## config.mk

```make
export PLATFORM = sky130hd
export DESIGN_NAME = systolic_mac_driver
export DESIGN_NICKNAME = d
export VERILOG_FILES = /design/src/rtl/systolic_pkg.sv /design/src/rtl/systolic_mac_driver.sv
export SDC_FILE = /design/constraint.sdc
export NUM_CORES = 1
export LEC_CHECK = 0
export BUFFER_PORTS_ARGS = -buffer_cell sky130_fd_sc_hd__buf_4
export CAP_MARGIN = 20
export CORE_UTILIZATION = 49
export DETAILED_ROUTE_END_ITERATION = 16
export PLACE_DENSITY = 0.84
export SETUP_SLACK_MARGIN = 0.15
export SYNTH_ARGS = -nofsm -noshare
export SYNTH_HDL_FRONTEND = slang
export SYNTH_SLANG_ARGS = --single-unit
```

## constraint.sdc

```tcl
create_clock -name CLK -period 3.5 [get_ports CLK]
set_input_delay 0.525 -clock CLK [delete_from_list [all_inputs] [get_ports CLK]]
set_output_delay 0.525 -clock CLK [all_outputs]
set_load 0.05 [all_outputs]
```

## src/rtl/systolic_pkg.sv

```systemverilog
// Shared definitions for the systolic-array MAC driver: FSM state encoding,
// default data width and FP16 constants used by PE-level benches.
package systolic_pkg;

  localparam int DEFAULT_DATA_W = 16;

  localparam logic [15:0] FP16_ONE   = 16'h3C00;
  localparam logic [15:0] FP16_TWO   = 16'h4000;
  localparam logic [15:0] FP16_THREE = 16'h4200;

  typedef enum logic [2:0] {
    IDLE,
    ISSUE,
    WAIT,
    CAPTURE,
    RESULT
  } mac_drv_state_t;

endpackage

```

## src/rtl/systolic_mac_driver.sv

```systemverilog
// Initiator for one systolic MAC processing element: holds the stationary weight,
// sequences start/count over a fixed MAC_LAT window and returns out_accumulate.
// Optional completed-operation counter enabled by SYSTOLIC_MAC_DRIVER_OPCNT_EN.
module systolic_mac_driver
  import systolic_pkg::*;
#(
  parameter int DATA_W  = DEFAULT_DATA_W,
  parameter int MAC_LAT = 3,
  parameter int CNT_W   = 16
) (
  input  logic              CLK,
  input  logic              RST,
  input  logic              w_wr,
  input  logic [DATA_W-1:0] w_data,
  output logic              w_err,
  input  logic              op_valid,
  output logic              op_ready,
  input  logic [DATA_W-1:0] op_value,
  input  logic [DATA_W-1:0] op_acc,
  output logic              res_valid,
  input  logic              res_ready,
  output logic [DATA_W-1:0] res_data,
  output logic              start,
  output logic              count,
  output logic [DATA_W-1:0] weight,
  output logic [DATA_W-1:0] in_value,
  output logic [DATA_W-1:0] in_accumulate,
  input  logic [DATA_W-1:0] out_accumulate,
  output logic [CNT_W-1:0]  op_count
);

  localparam logic [3:0] LAT_END = 4'(MAC_LAT);

  mac_drv_state_t    state_reg, state_next;
  logic [3:0]        lat_cnt_reg, lat_cnt_next;
  logic              w_loaded_reg;
  logic [DATA_W-1:0] weight_reg, in_value_reg, in_acc_reg, res_data_reg;
  logic              start_reg, count_reg, res_valid_reg;
  logic              accept, w_take;

  // op_ready looks only at the registered w_loaded, so a same-cycle weight
  // write cannot enable an operation by itself.
  assign op_ready = (state_reg == IDLE) && w_loaded_reg;
  assign accept   = op_valid && op_ready;
  assign w_take   = w_wr && (state_reg == IDLE);
  assign w_err    = w_wr && (state_reg != IDLE) && !RST;

  always_comb begin
    state_next   = state_reg;
    lat_cnt_next = '0;
    case (state_reg)
      IDLE: begin
        if (accept) begin
          state_next   = ISSUE;
          lat_cnt_next = 4'd1;
        end
      end
      ISSUE, WAIT: begin
        if (lat_cnt_reg == LAT_END) begin
          state_next = CAPTURE;
        end else begin
          state_next   = WAIT;
          lat_cnt_next = lat_cnt_reg + 4'd1;
        end
      end
      CAPTURE: state_next = RESULT;
      RESULT: begin
        if (res_ready) state_next = IDLE;
      end
      default: state_next = IDLE;
    endcase
  end

  // MAC-facing strobes are decoded from the next state so they are flop outputs
  // that line up exactly with the state they describe.
  always_ff @(posedge CLK) begin
    if (RST) begin
      state_reg     <= IDLE;
      lat_cnt_reg   <= '0;
      w_loaded_reg  <= 1'b0;
      weight_reg    <= '0;
      in_value_reg  <= '0;
      in_acc_reg    <= '0;
      res_data_reg  <= '0;
      start_reg     <= 1'b0;
      count_reg     <= 1'b0;
      res_valid_reg <= 1'b0;
    end else begin
      state_reg     <= state_next;
      lat_cnt_reg   <= lat_cnt_next;
      start_reg     <= (state_next == ISSUE);
      count_reg     <= (state_next == ISSUE) || (state_next == WAIT);
      res_valid_reg <= (state_next == RESULT);
      if (w_take) begin
        weight_reg   <= w_data;
        w_loaded_reg <= 1'b1;
      end
      if (accept) begin
        in_value_reg <= op_value;
        in_acc_reg   <= op_acc;
      end
      if (state_reg == CAPTURE) res_data_reg <= out_accumulate;
    end
  end

  assign start         = start_reg;
  assign count         = count_reg;
  assign weight        = weight_reg;
  assign in_value      = in_value_reg;
  assign in_accumulate = in_acc_reg;
  assign res_valid     = res_valid_reg;
  assign res_data      = res_data_reg;

`ifdef SYSTOLIC_MAC_DRIVER_OPCNT_EN
  logic [CNT_W-1:0] op_count_reg;

  always_ff @(posedge CLK) begin
    if (RST) begin
      op_count_reg <= '0;
    end else if (res_valid_reg && res_ready) begin
      op_count_reg <= op_count_reg + CNT_W'(1);
    end
  end

  assign op_count = op_count_reg;
`else
  assign op_count = '0;
`endif

endmodule

```

# Word level (Yosys, flattened, before mapping)
# Index checks and enable logic that the tools add are counted.
# W data, S select, Z words.
# word_totals
reg_bits	75
in_bits	69
out_inout_bits	85
word_cells	36
# op_classes
addsub	1
n_eq_ne	8
mux	7
n_reduce_logical	10
# ops
op	count
$pmux W3 S4	1
$eq A3 B2 Y1 const B	3
$pmux W4 S2	1
$eq A3 B1 Y1 const B	2
$eq A3 B3 Y1 const B	2
$mux W3	2
$logic_and A1 B1 Y1	5
$add A4 B1 Y4 const B	1
$eq A4 B2 Y1 const B	1
$mux W4	1
$logic_not A3 Y1	1
$reduce_bool A3 Y1	1
$mux W1	2
$reduce_or A2 Y1	1
$logic_not A1 Y1	1
$logic_or A1 B1 Y1	1

# Longest topological paths before layout
# logic_depth
word_depth	7
mapped_depth	6
depth_no_buf	4

# Worst setup path before layout
# OpenSTA, ideal clock, no wires.
# synth_path
kind	input port to output port
from	input port RST
to	output port w_err
arrival_ns	2.013
t_required_ns	2.975
setup_slack_ns	0.962
cell_stages	3
path_buffers	2
cell_sequence	clkbuf_1 -> buf_2 -> nor3b_1
# synth_between
elab_chain_cells	2
# synth_lines
element	line	rtl
start, declared	systolic_mac_driver.sv:12	input logic RST,
$logic_not A1 Y1	systolic_mac_driver.sv:46	assign w_err = w_wr && (state_reg != IDLE) && !RST;
$logic_and A1 B1 Y1	systolic_mac_driver.sv:46	
end, declared	systolic_mac_driver.sv:15	output logic w_err,
# No other way between the ends.

# Final worst setup path
# Ends and elaborated chain as after synthesis.

==> out/metrics.yaml <==
sta:
  hold_viol_final: 0
  timing.fmax_mhz: 490
  finalCriticalPeriod_ns: 2.04
  setup_ws_ns: 1.46
  rsz0062_at_grt: "false"
  final.setup.tns_ns: 0
  clock_skew_ns: 0.00872
  post-route-period-util: 0.583
  worstMarginPinSlew_ns: 0.961
  slew-limit-headroom: 0.359
  setup_viol: 0
  drv_slew: 0
run:
  drv_cap: 0
floorplan:
  io_pins: 154
  dieWidth_um: 82.2
  fp.dieH_um: 82.2
  rows: 28
  dieArea_sq_um: 6750
  start_util: 0.520
  core_sq_um: 6060
finish:
  synthToLayoutAreaGrowth_pct: 33.4
  nNetsFinal: 536
  final_core_util: 0.693
  antenna_cells: 0
  drive_above_1_share: 0.333
critical_path:
  cp_num_buf_inv: 2
  critPathLaunchType: "input port"
  cpMaxStageDelayCell: "buf_4"
  path_cells: "buf_4 -> nor3b_1 -> buf_4"
  rrSetupSlack_ns: 1.53
  r2r_start: "state_reg[0]"
  worstSetupEndpointType: "output port"
  slowest_delay_ns: 0.61
  crit_type: "input port to output port"
  r2r_end: "in_accumulate[0]"
  cp_top_family: "buffers and inverters"
  worst-path-max-fanout: 105
  required_ns: 2.97
  cpMostUsedCell: "buf_4"
  cp.arrival_ns: 1.52
  r2r_cells: 3
yosys:
  ys_warn_count: 0
  netlist.area_leader.share: 0.477
  ys_types: 32
  avgSynthCellArea_sq_um: 9.18
  ys_top_cells_by_area: "dfxtp_1 (48%), nand2b_1 (13%), mux2i_1 (10%)"
  synth_seq_area_share: 0.477
  ys_async_sr_fraction: 0
  yosysTopAreaCell: "dfxtp_1"
  synth-main-ff-cell: "dfxtp_1"
  synth_cells: 343
  yosysMostFrequentCell: "dfxtp_1"
  synth-seq-cells: 75
  synth_area_sq_um: 3150
  synth_edf_count: 0
  synthTopCellsByCount: "dfxtp_1 (75), nand2_1 (65), nand2b_1 (64), a21oi_1 (35), mux2i_1 (32)"
route:
  wl_um: 6680
  avgRoutedWirePerCell_um: 12.3
  drtAntennaViolNets: 0
  drc: 0
  initialDrtViolationCount: 95
  dr.pass1.iters: 4
  viasPerCell: 4.77
  vias: 2597
clocking:
  cts.sinks: 75
  hold_buffers: 0
  clkTransAtPathRegs_ns: 0.07
  cts_tree: "done"
  clock_latency_ns: 0.32
  cts-htree-levels: 3
  cts_resized: 0
  clockRootBuffer: "clkbuf_8"
  cts_made_buffers: 9
  clockBufferDepth: 2
  cts_setup_buffers: 0
worst_hold_path:
  hp-start: "w_data[14]"
  hold_depth: 3
  hold_end: "weight[14]"
  min_path_type: "input port to flop"
global_route:
  gr-max-usage-layer: "met2"
  grt_pass1_vias: 2362
  grt_overflow_total: 0
  met1_usage: 0.204
  antenna_found_initial: 0
  grt_pass1_wl_um: 9950
  grt_use_met2: 0.357
  grt_max_degree: 106
  track_usage: 0.191
  met3_usage: 0.0418
pwr:
  ir_worst_vdd_mv: 0.253
  p_per_area_nw_per_um2: 430
  p_comb_frac: 0.207
  p_int_mw: 1.27
  p_leak_nw: 1.85
  p_sw_mw: 0.536
  power.share.clock: 0.290
  seq_power_share: 0.503
  switching_share: 0.297
run_status:
  status: "completed"
place:
  gp_congestion: 0.749
  placement.io_buffers: 137
  place.detailed.hpwl_um: 4750
  post-place-ws_ns: 1.46
-- cell usage in the layout (no fill, tap or decap) --
master,synthesis,final
buf_4,18,137
dfxtp_1,75,75
nand2_1,65,65
nand2b_1,64,64
a21oi_1,35,35
mux2i_1,32,32
conb_1,1,16
clkbuf_8,0,9
nor2_1,8,8
clkinv_2,0,4
and2_1,2,2
nor3b_1,2,2
or3_1,2,2
nand3_1,2,2
nor3_2,1,1
and3_2,0,1
and3b_1,1,1
nand3b_1,1,1
xnor2_1,1,1
inv_1,1,1
or3b_2,1,1
mux2_2,1,1
or4_1,1,1
a211o_1,1,1
nor4b_4,1,1
or4b_4,1,1
nor4b_1,1,1
xor2_1,1,1
ha_1,1,1
clkbuf_1,8,1
-- per-layer routing --
metal  up-vias  share of wire
met1      1193           0.41
met2        76           0.53
li1       1319              -
met5         -              0
met3         9          0.044
met4         0          0.015
-- stage by stage --
stage / std cells / total power [mW] / hold slack (ns) / cell area, sq um
after detailed placement: 530 / 1.30 / 0.448 / 4050
after floorplan: 358 / 1.20 / 0.468 / 3210
after CTS: 544 / 1.83 / 0.433 / 4200
final: 544 / 1.81 / 0.444 / 4200
after global placement: 530 / 1.30 / 0.443 / 4050
after global routing: 544 / 1.89 / 0.430 / 4200
-- cells by family (layout without fill, tap and decap cells) --
logic type / Yosys count / count (layout) / share of synthesized area
buf+inv: 41 / 152 / 0.0886
other cells: 1 / 16 / 0.00119
flops: 75 / 75 / 0.477
fa+ha+maj: 1 / 1 / 0.00397
xor+xnor: 2 / 2 / 0.00556
simple gates: 154 / 154 / 0.260
mux: 33 / 33 / 0.105
compound gates: 36 / 36 / 0.0584
-- how the worst max path moves through the flow --
stage	startpoint	to	cells past startpoint
after floorplan	RST	w_err	3
after global placement	RST	w_err	3
after detailed placement	RST	w_err	3
after CTS	RST	w_err	3
after global routing	RST	w_err	3
final	RST	w_err	3
-- power groups by stage --
stage / Sequential (mW) / Clock, mW / Combinational, mW
after global routing: 0.913 / 0.582 / 0.395
final: 0.909 / 0.524 / 0.373
after global placement: 0.927 / 0 / 0.371
after CTS: 0.909 / 0.542 / 0.376
after detailed placement: 0.928 / 0 / 0.375
after floorplan: 1.03 / 0 / 0.167
-- worst register-to-register path, delay by kind of cell (launching register included) --
kind | cells | cell delay, ns
muxes | 1 | 0.29
and+or+nand+nor | 2 | 1.19
DFF | 1 | 0.41
-- cell type report --
| cell class | count | area, sq um |
|---|---|---|
| fillers | 489 | 1860 |
| multi-input cells | 242 | 1430 |
| clock inverters | 4 | 20.0 |
| well taps | 75 | 93.8 |
| clock buffers | 10 | 128 |
| repair buffers | 137 | 1030 |
| inverters | 1 | 3.75 |
| flip-flops and latches | 75 | 1500 |
Note: power is estimated with default switching activity, not from simulation.
